File: config.mk
export PLATFORM = sky130hd
export DESIGN_NAME = ram_readback_unpacker
export DESIGN_NICKNAME = d
export VERILOG_FILES = /design/src/rtl/ram_readback_unpacker_pkg.sv /design/src/rtl/burst_lane_mux.sv /design/src/rtl/ram_readback_unpacker.sv
export SDC_FILE = /design/constraint.sdc
export NUM_CORES = 1
export LEC_CHECK = 0
export CAP_MARGIN = 25
export CORE_MARGIN = 2
export CORE_UTILIZATION = 50
export DETAILED_ROUTE_END_ITERATION = 16
export PLACE_DENSITY = 0.91
export SYNTH_ARGS = -nofsm -noshare
export SYNTH_HDL_FRONTEND = slang
export SYNTH_SLANG_ARGS = --single-unit
File: constraint.sdc
create_clock -name clk -period 2 [get_ports clk]
set_input_delay 0.2 -clock clk [delete_from_list [all_inputs] [get_ports clk]]
set_output_delay 0.2 -clock clk [all_outputs]
set_load 0.1 [all_outputs]
File: src/rtl/ram_readback_unpacker_pkg.sv
// Shared types and width helpers for the RAM readback unpacker.
package ram_readback_unpacker_pkg;

  typedef enum logic [2:0] {
    StIdle,
    StIssue,
    StWait,
    StEmit,
    StFinish
  } state_e;

  // A result word carries one extra digit beyond no_of_digits (sign/overflow digit).
  function automatic int unsigned word_width(input int unsigned digits,
                                             input int unsigned radix);
    return (digits + 1) * radix;
  endfunction

  localparam int unsigned DefaultWordW = word_width(10, 3);

endpackage

File: src/rtl/burst_lane_mux.sv
// Combinational selection of one WordW-bit lane out of a packed burst.
module burst_lane_mux #(
  parameter int unsigned WordW = 33,
  parameter int unsigned Lanes = 5,
  parameter int unsigned LaneW = 3
) (
  input  logic [WordW*Lanes-1:0] burst_i,
  input  logic [LaneW-1:0]       lane_i,
  output logic [WordW-1:0]       data_o
);

  always_comb begin
    data_o = '0;
    for (int unsigned k = 0; k < Lanes; k++) begin
      if (lane_i == LaneW'(k)) begin
        data_o = burst_i[k*WordW +: WordW];
      end
    end
  end

endmodule

File: src/rtl/ram_readback_unpacker.sv
// Reads a RAM pass word by word and streams each packed result lane out with handshake.
module ram_readback_unpacker
  import ram_readback_unpacker_pkg::*;
#(
  parameter int unsigned no_of_digits    = 10,
  parameter int unsigned radix_bits      = 3,
  parameter int unsigned burst_index     = 5,
  parameter int unsigned address_width   = 14,
  parameter int unsigned max_ram_address = 4096,
  parameter int unsigned rd_latency      = 2,
  localparam int unsigned W              = word_width(no_of_digits, radix_bits)
) (
  input  logic                       clk,
  input  logic                       reset,
  input  logic                       start,
  output logic [address_width-1:0]   ram_addr,
  input  logic [W*burst_index-1:0]   ram_q,
  output logic [W-1:0]               out_data,
  output logic                       out_valid,
  input  logic                       out_ready,
  output logic                       out_last,
  output logic                       busy,
  output logic                       done
);

  localparam int unsigned LaneW = (burst_index > 1) ? $clog2(burst_index) : 1;
  localparam int unsigned WaitW = $clog2(rd_latency + 1);
  localparam logic [LaneW-1:0] LastLane = LaneW'(burst_index - 1);
  localparam logic [WaitW-1:0] LastWait = WaitW'(rd_latency - 1);
  localparam logic [address_width-1:0] LastAddr = address_width'(max_ram_address - 1);

  state_e                   state_q, state_d;
  logic [address_width-1:0] addr_q, addr_d;
  logic [LaneW-1:0]         lane_q, lane_d;
  logic [WaitW-1:0]         wait_q, wait_d;
  logic [W*burst_index-1:0] buf_q, buf_d;
  logic [W-1:0]             lane_data;

  always_ff @(posedge clk or negedge reset) begin
    if (!reset) begin
      state_q <= StIdle;
      addr_q  <= '0;
      lane_q  <= '0;
      wait_q  <= '0;
      buf_q   <= '0;
    end else begin
      state_q <= state_d;
      addr_q  <= addr_d;
      lane_q  <= lane_d;
      wait_q  <= wait_d;
      buf_q   <= buf_d;
    end
  end

  always_comb begin
    state_d = state_q;
    addr_d  = addr_q;
    lane_d  = lane_q;
    wait_d  = wait_q;
    buf_d   = buf_q;
    unique case (state_q)
      StIdle: begin
        if (start) begin
          addr_d  = '0;
          state_d = StIssue;
        end
      end
      StIssue: begin
        wait_d  = '0;
        state_d = StWait;
      end
      StWait: begin
        // ram_q is valid in the last wait cycle; capture it on that edge.
        if (wait_q == LastWait) begin
          buf_d   = ram_q;
          lane_d  = '0;
          state_d = StEmit;
        end else begin
          wait_d = wait_q + 1'b1;
        end
      end
      StEmit: begin
        if (out_ready) begin
          if (lane_q == LastLane) begin
            lane_d = '0;
            if (addr_q == LastAddr) begin
              state_d = StFinish;
            end else begin
              addr_d  = addr_q + 1'b1;
              state_d = StIssue;
            end
          end else begin
            lane_d = lane_q + 1'b1;
          end
        end
      end
      StFinish: state_d = StIdle;
      default:  state_d = StIdle;
    endcase
  end

  burst_lane_mux #(
    .WordW(W),
    .Lanes(burst_index),
    .LaneW(LaneW)
  ) u_lane_mux (
    .burst_i(buf_q),
    .lane_i (lane_q),
    .data_o (lane_data)
  );

  always_comb begin
    ram_addr  = addr_q;
    out_valid = (state_q == StEmit);
    out_data  = out_valid ? lane_data : '0;
    out_last  = out_valid && (lane_q == LastLane) && (addr_q == LastAddr);
    busy      = (state_q != StIdle);
    done      = (state_q == StFinish);
  end

endmodule

; Word-level counts from Yosys, hierarchy flattened
; Cells that the tools add are included.
[classes]
n_addsub = 3
n_eq_ne = 16
n_mux = 23
n_reduce_logical = 13
[ops]
columns = operator, n
row1 = 33-bit two-way mux, 6
row2 = 14-bit two-way mux, 4
row3 = 14-bit case mux with 2 select lines, 1
row4 = 3-bit two-way mux, 8
row5 = "14-bit by 1-bit adder with 14-bit output, second input constant", 1
row6 = "14-bit by 12-bit equality test with 1-bit output, second input constant", 1
row7 = "3-bit by 2-bit equality test with 1-bit output, second input constant", 4
row8 = 3-bit case mux with 4 select lines, 1
row9 = "2-bit inequality test, second input constant", 4
row10 = "3-bit by 1-bit equality test with 1-bit output, second input constant", 2
row11 = "3-bit equality test, second input constant", 2
row12 = 3-bit logical NOT, 2
row13 = 3-bit case mux with 2 select lines, 1
row14 = 2-bit nonzero test, 3
row15 = 5-bit AND reduction, 1
row16 = "2-bit by 1-bit inequality test with 1-bit output, second input constant", 2
row17 = 2-bit case mux with 2 select lines, 1
row18 = 2-bit AND reduction, 2
row19 = 4-bit AND reduction, 1
row20 = "3-bit by 1-bit adder with 3-bit output, second input constant", 1
row21 = 3-bit AND reduction, 1
row22 = 3-bit nonzero test, 1
row23 = "2-bit by 1-bit adder with 2-bit output, second input constant", 1
row24 = "2-bit by 1-bit equality test with 1-bit output, second input constant", 1
row25 = other kinds (2), 3
[totals]
ff_bits = 187
input_bits = 169
out_inout_bits = 51
elab_cells = 60

; Logic depth before layout (Yosys ltp)
; Gate-level depths: netlist of run 1.
[logic_depth]
word_depth = 7
ltp_mapped = 9

; Modules after synthesis
; Synthesis of run 1 repeated with hierarchy kept, for this count alone.
[hier_totals]
cells_unflattened = 722
hier_area_um2 = 9572.9
[by_module_without_submodules]
columns = mod, n_inst, cells_per_inst, area_each_um2, seq_area_each_um2
row1 = ram_readback_unpacker, 1, 529, 8211.6, 4679.5
row2 = burst_lane_mux, 1, 193, 1361.3, 0.0

; Least setup slack after synthesis of run 1
; No wires, ideal clock.
[synth_timing]
path_type = reg-to-output
startpoint = register addr_q[0] (netlist: ram_addr[0])
endpoint = output out_last
t_arrival_ps = 2654
slack_ps = -854
path_stages_with_launch = 7
n_path_buf = 2
cell_sequence = dfrtp_1 ha_1 and3_1 buf_6 and4_4 buf_6 and2_1
[synth_between]
elab_chain_len = 2
[synth_lines]
columns = element, line_no
row1 = start: declaration, ram_readback_unpacker.sv:33  ; logic [address_width-1:0] addr_q, addr_d;
row2 = start signal: assignment, ram_readback_unpacker.sv:48  ; addr_q <= addr_d;
row3 = 14-bit by 12-bit equality test with 1-bit output, ram_readback_unpacker.sv:116  ; out_last = out_valid && (lane_q == LastLane) && (addr_q == LastAddr);
row4 = 1-bit logical AND, ram_readback_unpacker.sv:116
row5 = end: declaration, ram_readback_unpacker.sv:21  ; output logic out_last,
; Every way passes these cells.

; Worst setup path in the final report of run 1
[layout_timing]
startpoint = register lane_q[1]
endpoint = output out_data[4]
[layout_between]
elab_chain_len = 7
[layout_lines]
columns = element, line_no
row1 = start: declaration, ram_readback_unpacker.sv:34  ; logic [LaneW-1:0] lane_q, lane_d;
row2 = start signal: assignment, ram_readback_unpacker.sv:49  ; lane_q <= lane_d;
row3 = 3-bit logical NOT, burst_lane_mux.sv:15  ; if (lane_i == LaneW'(k)) begin
row4 = 33-bit two-way mux (4 in series), burst_lane_mux.sv:15
row5 = 33-bit two-way mux *, burst_lane_mux.sv:15
row6 = 33-bit two-way mux *, ram_readback_unpacker.sv:115  ; out_data = out_valid ? lane_data : '0;
row7 = end: declaration, ram_readback_unpacker.sv:18  ; output logic [W-1:0] out_data,
; Every way passes the cells marked *; elsewhere a longest branch is shown, timed or not.

==> summary.txt, run 1 <==
outcome = finished with violations
failing checks = setup timing
Mean Syn Cell Area = 13.0 sq um
drt drc = 0
Yosys reg bits = 187
synthesized net count = 877
Vias = 7146
largest net degree at the start of global routing = 77
Synth area leader = dfrtp_1
final hold violations = 0
Critical Path, Cell by Cell = inv_2 -> ha_4 -> nor3b_4 -> buf_6 -> buf_8 -> buf_4 -> a221oi_4 -> o31ai_4 -> a22o_4 -> buf_12
Setup Skew = 0.0134 ns
Setup WS post-layout = -0.647 ns
yosys warns = 0
gpl congestion = 0.882
Via density = 6.03
asr flop ratio synth = 100%
CTS root buffer = clkbuf_16
Core Region = 0.0179 sq mm
# IOs = 220
number of synthesized flops with an enable pin = 0
layout cells sized above 1 = 44.8%
# port buffers = 219
CTS buffer count = 17
CP required = 1.80 ns
final instance area = 0.0140 sq mm
WS Path Type = flip-flop to primary output
CP max stage delay = 0.40 ns
max-slew violation count = 0
total track usage = 29.9%
Critical Path AT = 2.45 ns
highest fanout seen on the critical path = 5
wire per inst = 24.6 um
ys flop type = dfrtp_1
min Tclk post-route = 2.65 ns
post-synth top area share = 51.3%
worst-skew pair later-pin latency = 0.44 ns
DRT Wirelength = 29200 um
TritonCTS clock tree = yes
max_slew headroom = 53.8%
fin nets = 1119
total clock sinks = 187
Die Wd = 139 um
global-route wire length before repair = 44400 um
Clock Path Buffers = 2
r2r setup slk = 0.05 ns
DR iter-0 viols = 360
post-DP HPWL = 18700 um
mapped cell area = 0.00912 sq mm
ANT nets after route = 0
die area = 0.0193 sq mm
number of fill cells = 952
critical path endpoint category = primary output
drt pass-1 iters = 5
R2R depth = 6
largest cells by area after synthesis = dfrtp_1 (51%), mux2_2 (12%), mux2_4 (5.9%), mux2_1 (3.5%), a22o_1 (3.4%)
worst-margin pin slew = 0.693 ns
FP Rows = 49
total of max-cap violations = 0
GRT overflow = 0
area delta synth->final = 53.3%
period utilization = 132%
slowest stage cell, crit path = dfrtp_1
Max Freq = 378 MHz
unrepaired setup endpoints after global routing = yes
distinct cell type count after synthesis = 53
Initial Util = 50.9%
CP startpoint kind = flip-flop
die height = 139 um
Final setup viols = 34
H-Tree Depth = 4
Synth Instances = 701
Seq/Total Area, Yosys = 51.3%
number of antenna violations at the first check in global routing = 1
CTS clock-pin slew for the worst setup and hold paths = 0.08 ns
number of global-route vias before repair = 7755
Area after DPL = 0.0125 sq mm
Min-Delay Path Class = primary input to asynchronous set/reset pin
metrics by stage:
stage               setup WS [ns]  util, %  hold WS [ns]  std cells  setup TNS (ns)
finish                     -0.647     78.1         0.353       1186          -17.94
global route               -0.688     78.1         0.352       1186          -20.49
CTS                        -0.572     76.6         0.352       1179          -16.82
detailed placement         -0.265     70.0         0.284       1138           -3.31
global placement           -0.111     70.0         0.284       1138           -1.12
floorplan                  -0.106        -       -0.0956        701          -0.899
synth_stat cells (2+ instances only):
library cell / number
o41ai_1: 2
ha_1: 7
o31a_1: 2
nand4_1: 4
mux2_2: 101
nand2_1: 51
a21oi_2: 3
clkbuf_1: 12
a22o_1: 35
mux2_4: 36
a221oi_1: 33
nor2b_1: 3
dfrtp_1: 187
a211oi_1: 2
a31oi_4: 6
o31ai_1: 33
and3_1: 5
nand3_1: 4
buf_6: 18
and4_1: 2
o21ai_0: 5
a21o_1: 3
o21a_1: 4
mux2_1: 28
buf_2: 25
nor2_1: 37
a31oi_1: 6
buf_4: 4
a41oi_1: 2
and2_1: 4
inv_1: 9
a21oi_1: 7
registers in the layout, summed over array words and instances (netlist names):
| signal | count |
|---|---|
| buf_q | 165 |
| ram_addr | 14 |
| lane_q | 3 |
| state_q | 3 |
| wait_q | 2 |
path summary, 6_finish.rpt:
check / startpoint / end
setup / recovery: lane_q[1]$_DFFE_PN0P_ / out_data[4]
hold / removal: reset / buf_q[161]$_DFFE_PN0P_
setup reg to reg: wait_q[1]$_DFFE_PN0P_ / buf_q[70]$_DFFE_PN0P_
hold reg to reg: buf_q[56]$_DFFE_PN0P_ / buf_q[56]$_DFFE_PN0P_
max in group asynchronous: reset / buf_q[148]$_DFFE_PN0P_
min in group clk: ram_q[92] / buf_q[92]$_DFFE_PN0P_
metal layers:
layer	vias to the layer above	global-route usage [%]	wire [um]
met4	0	14.6	1260
met3	83	6.22	1530
li1	3090	-	-
met2	302	52.3	15200
met1	3671	35.3	11200
met5	-	0	0
cells by family (layout without fill, tap and decap cells):
logic type / Yosys count / in the layout / synth area share, %
buffers and inverters: 70 / 325 / 5.05
flip-flops: 187 / 187 / 51.3
AND/OR/NAND/NOR: 122 / 122 / 6.53
multiplexers: 166 / 166 / 22.0
adder cells (fa/ha/maj): 7 / 7 / 0.961
other: 0 / 1 / 0
AO/OA/AOI/OAI: 149 / 149 / 14.2
timing repair:
| item | 4_1_cts | 5_1_grt |
|---|---|---|
| endpoints found under the hold margin | 68 | 0 |
| hold buffers | 1 | 0 |
| gates resized for setup | 94 | 25 |
| pin swaps | 45 | 25 |
| setup buffers | 7 | 5 |
| setup endpoints to repair | 34 | 38 |
| gates cloned | 2 | 1 |
worst max-delay path, delay by kind of cell (launching register included):
| kind | cells | cell delay [ns] |
|---|---|---|
| buf+inv | 5 | 0.65 |
| simple gates | 1 | 0.15 |
| compound gates | 3 | 0.65 |
| fa+ha+maj | 1 | 0.16 |
| flops | 1 | 0.40 |
placed cells by master (no fill, tap or decap), types with 4 or more instances in the layout:
cell type,instances
a21oi_1,6
a221oi_2,13
a221oi_4,17
a22o_4,31
a31oi_1,6
a31oi_4,6
buf_12,64
buf_4,42
buf_6,4
clkbuf_16,18
clkdlybuf4s50_1,167
dfrtp_1,170
dfrtp_2,15
ha_4,4
inv_1,7
inv_6,5
mux2_1,28
mux2_2,101
mux2_4,36
nand2_1,50
nand3_1,4
nand4_1,4
nor2_1,37
o21a_1,4
o21ai_0,5
o31ai_1,4
o31ai_2,25
o31ai_4,4
final cells by class:
cell class              count  area (sq um)  area share (%)
multi-input cells         444          4910            35.2
flip-flops and latches    187          4710            33.7
repair buffers            283          3410            24.4
clock buffers              19           443            3.17
well taps                 229           287            2.05
clock inverters            13           179            1.28
inverters                  10          37.5           0.269
diodes                      1          2.50          0.0179
Power of run 1 is left out: the tool's default activity adds up to more than one toggle a clock period on the data nets, which glitch-free logic cannot reach.
==> run 2: changes to the inputs <==
CAP_MARGIN = 40   (was 25)
CTS_CLUSTER_DIAMETER = 100   (was default)
==> results of run 2 <==
The final DEF is identical to that of run 1; final timing and power are the same.
Power of run 2 is left out for the same reason.
==> run 3: changes to the inputs <==
CORE_UTILIZATION = 51   (was 50)
PLACE_DENSITY = 0.92   (was 0.91)
SYNTH_HIERARCHICAL = 1   (was default)
==> run 3 against run 2 <==
  * The run still ends with setup timing left
  * Synthesized area increased by 5.0%
  * Non-clock buffer count increased by 17
  * Synthesized cell count increased by 3.0%
  * First-iteration DRC count increased by 50%
  * Critical endpoint is now out_data[23]
  * Largest cell class unchanged
  * Highest routed layer is now met5
==> summary.txt, run 3 <==
Leak = 5.99 nW
drt pass-1 iters = 5 (unchanged)
drt drc = 0 (unchanged)
R2R depth = 9 (+3)
Worst path top cell family by delay = buffers and inverters
reg2reg start = lane_q[0]$_DFFE_PN0P_
wire per inst = 22.4 um (-9.1%)
ANT nets after route = 0 (unchanged)
CTS root buffer = clkbuf_16
Synth area leader = dfrtp_1
min Tclk post-route = 2.36 ns (-0.283 ns)
period utilization = 118% (-14 points)
Via density = 5.78 (-4.1%)
simple-gate share of the synthesized area = 8.80% (+2.3 points)
worst-margin pin slew = 0.400 ns (-0.293 ns)
CP required = 1.80 ns (about the same)
Core Region = 0.0186 sq mm (+3.8%)
Die Wd = 141 um (+1.4%)
Vias = 7151 (+0.070%)
unrepaired setup endpoints after global routing = yes
Max Freq = 423 MHz (+12%)
number of synthesized flops with an enable pin = 0 (unchanged)
count leader, synth = dfrtp_1
fin util = 74.5% (-3.6 points)
setup_tns = -10.13 ns (+7.81 ns)
r2r setup slk = 0.03 ns (-0.02 ns)
distinct cell type count after synthesis = 54 (+1.9%)
highest fanout seen on the critical path = 10 (+5)
final hold violations = 0 (unchanged)
GRT overflow = 0 (unchanged)
register name with the most flops = buf_q
worst-skew pair later-pin latency = 0.43 ns (about the same)
slowest stage cell, crit path = dfrtp_2
yosys warns = 6 (+6)
worst hold slack = 0.269 ns (-0.0837 ns)
post-DP HPWL = 18300 um (-2.4%)
DRT Wirelength = 27700 um (-5.2%)
total clock sinks = 187 (unchanged)
Mean Syn Cell Area = 13.3 sq um (+1.9%)
DR iter-0 viols = 540 (+50%)
Min-Delay Path Class = primary input to asynchronous set/reset pin
Post-synth top cells = dfrtp_1 (187), mux2_4 (130), mux2_2 (66)
CTS clock-pin slew for the worst setup and hold paths = 0.07 ns (about the same)
most common cell after layout, fill and taps aside = dfrtp_1
critical path endpoint category = primary output
layout cells sized above 1 = 46.4% (+1.6 points)
gpl congestion = 0.859 (-2.6%)
Compound-Gate Fraction of Synth Area = 8.38% (-5.8 points)
post-synth top area share = 48.9% (-2.4 points)
FP Rows = 50 (+2.0%)
most frequent cells in the layout = dfrtp_1 (170), clkdlybuf4s50_1 (167), mux2_4 (130)
number of global-route vias before repair = 7488 (-3.4%)
largest cells by area after synthesis = dfrtp_1 (49%), mux2_4 (20%), mux2_2 (7.8%), buf_6 (3.1%), a32oi_1 (2.8%)
asr flop ratio synth = 100% (unchanged)
CP most frequent cell = buf_6
Worst Path Buf+Inv = 4 (-1)
TritonCTS clock tree = yes
CP max stage delay = 0.42 ns (+0.02 ns)
Final setup viols = 33 (-2.9%)
CTS buffer count = 17 (unchanged)
Setup Skew = 0.00958 ns (-0.00381 ns)
multiplexer area fraction after synthesis = 28.6% (+6.7 points)
Clock Path Buffers = 2 (unchanged)
fin nets = 1162 (+3.8%)
Critical Path AT = 2.16 ns (-0.29 ns)
Setup WS post-layout = -0.363 ns (+0.283 ns)
number of antenna violations at the first check in global routing = 2 (+1)
largest net degree at the start of global routing = 59 (-23%)
worst r2r dst = ram_addr[4]$_DFFE_PN0P_
max_slew headroom = 73.3% (+20 points)
die height = 141 um (+1.4%)
Post-Synth XOR/XNOR Area = 0% (unchanged)
WS Path Type = flip-flop to primary output
largest family of logic cells by synthesized area = multiplexers
# IOs = 220 (unchanged)
synthesized net count = 895 (+2.1%)
post-synthesis adder-cell area fraction = 0.523% (-0.44 points)
max-slew violation count = 0 (unchanged)
die area = 0.0199 sq mm (+2.9%)
ys flop type = dfrtp_1
total track usage = 27.2% (-2.7 points)
Yosys reg bits = 187 (unchanged)
pwr dens = 1990 mW/mm^2
Critical Path, Cell by Cell = buf_8 -> nor3b_4 -> buf_6 -> buf_6 -> a32oi_1 -> a31oi_1 -> and2_4 -> buf_12
Initial Util = 51.5% (+0.59 points)
global-route wire length before repair = 41500 um (-6.5%)
mapped cell area = 0.00957 sq mm (+5.0%)
# port buffers = 219 (unchanged)
Synth Instances = 722 (+3.0%)
total of max-cap violations = 0 (unchanged)
outcome = finished with violations
failing checks = setup timing
max reg flops = 165 (unchanged)
Peak supply drop = 2070 uV
area delta synth->final = 44.6%
CP startpoint kind = flip-flop
H-Tree Depth = 4 (unchanged)
Seq/Total Area, Yosys = 48.9% (-2.4 points)
run 3: changes by cell type after synthesis, sizes merged, moves of 7 or more:
cell    before  now
nand2       51   40
mux2       165  196
buf         48   41
and2         4   35
a32oi        0   31
a221oi      33    0
o21ai        5   17
a31oi       12   36
a22o        35    2
o31ai       33    1
run 3: repair_timing:
| action | CTS | global route |
|---|---|---|
| resized for setup | 69 | 32 |
| pin swaps | 13 | 18 |
| hold endpoints to repair | 43 | 0 |
| endpoints found under the setup margin | 35 | 41 |
| hold buffers | 1 | 0 |
| gates cloned | 3 | 1 |
| buffers inserted | 12 | 15 |
run 3: worst reg2reg max path: stages (launching register included):
cell      delay, ns
dfrtp_2        0.44
buf_4          0.15
inv_1          0.05
ha_1           0.19
and3_2         0.23
nand3_1        0.14
buf_4          0.18
a21oi_2        0.22
nand4_1        0.13
o211ai_1       0.12
run 3: how the worst max path moves through the flow:
stage	start	end	slack [ns]	cells past startpoint
after floorplan	ram_addr[0]$_DFFE_PN0P_	out_last	-0.25	5
after global placement	lane_q[0]$_DFFE_PN0P_	out_data[12]	0.05	7
after detailed placement	lane_q[0]$_DFFE_PN0P_	out_data[14]	0.04	7
after CTS	lane_q[0]$_DFFE_PN0P_	out_data[23]	-0.35	7
after global routing	lane_q[2]$_DFFE_PN0P_	out_data[29]	-0.40	7
final	lane_q[1]$_DFFE_PN0P_	out_data[23]	-0.36	8
run 3: cells by family (layout without fill, tap and decap cells):
family | count (synthesis) | after routing
AOI/OAI and AO/OA | 114 | 114
DFF | 187 | 187
and+or+nand+nor | 157 | 157
buffers and inverters | 62 | 342
adders and majority gates | 4 | 4
muxes | 198 | 198
other | 0 | 1
run 3: layout make-up:
class	count	area, sq um
tap	234	293
multi-input combinational	473	4770
inverter	10	40.0
clock inverter	12	114
sequential	187	4700
clock buffer	20	457
fill	1080	4740
timing repair buffer	300	3470
antenna	1	2.50
run 3: layer usage:
metal / GRT usage, % / share of wire (%) / routed length, um / vias up
met4: 11.0 / 3.3 / 911 / 2
met3: 6.45 / 6.2 / 1720 / 64
li1: - / - / - / 3185
met1: 34.3 / 41 / 11200 / 3592
met2: 45.5 / 50 / 13800 / 308
met5: 0 / 0.047 / 13 / -
run 3: report_power, final:
| group | switching [mW] | total, mW | internal, mW |
|---|---|---|---|
| registers | 1.24 | 6.82 | 5.58 |
| logic | 9.28 | 17.4 | 8.08 |
| clock network | 1.52 | 3.32 | 1.80 |
| total | 12.0 | 27.5 | 15.5 |
run 3: through the flow:
step | instances | cell area, sq um | power, mW | worst slack (ns)
2_1_floorplan | 722 | 9630 | 17.3 | -0.253
5_1_grt | 1237 | 13800 | 28.5 | -0.404
3_3_place_gp | 1173 | 12600 | 22.2 | 0.0500
6_report | 1237 | 13800 | 27.5 | -0.363
3_5_place_dp | 1173 | 12600 | 22.7 | 0.0365
4_1_cts | 1220 | 13600 | 27.0 | -0.348
(Power assumes the default switching activity.)
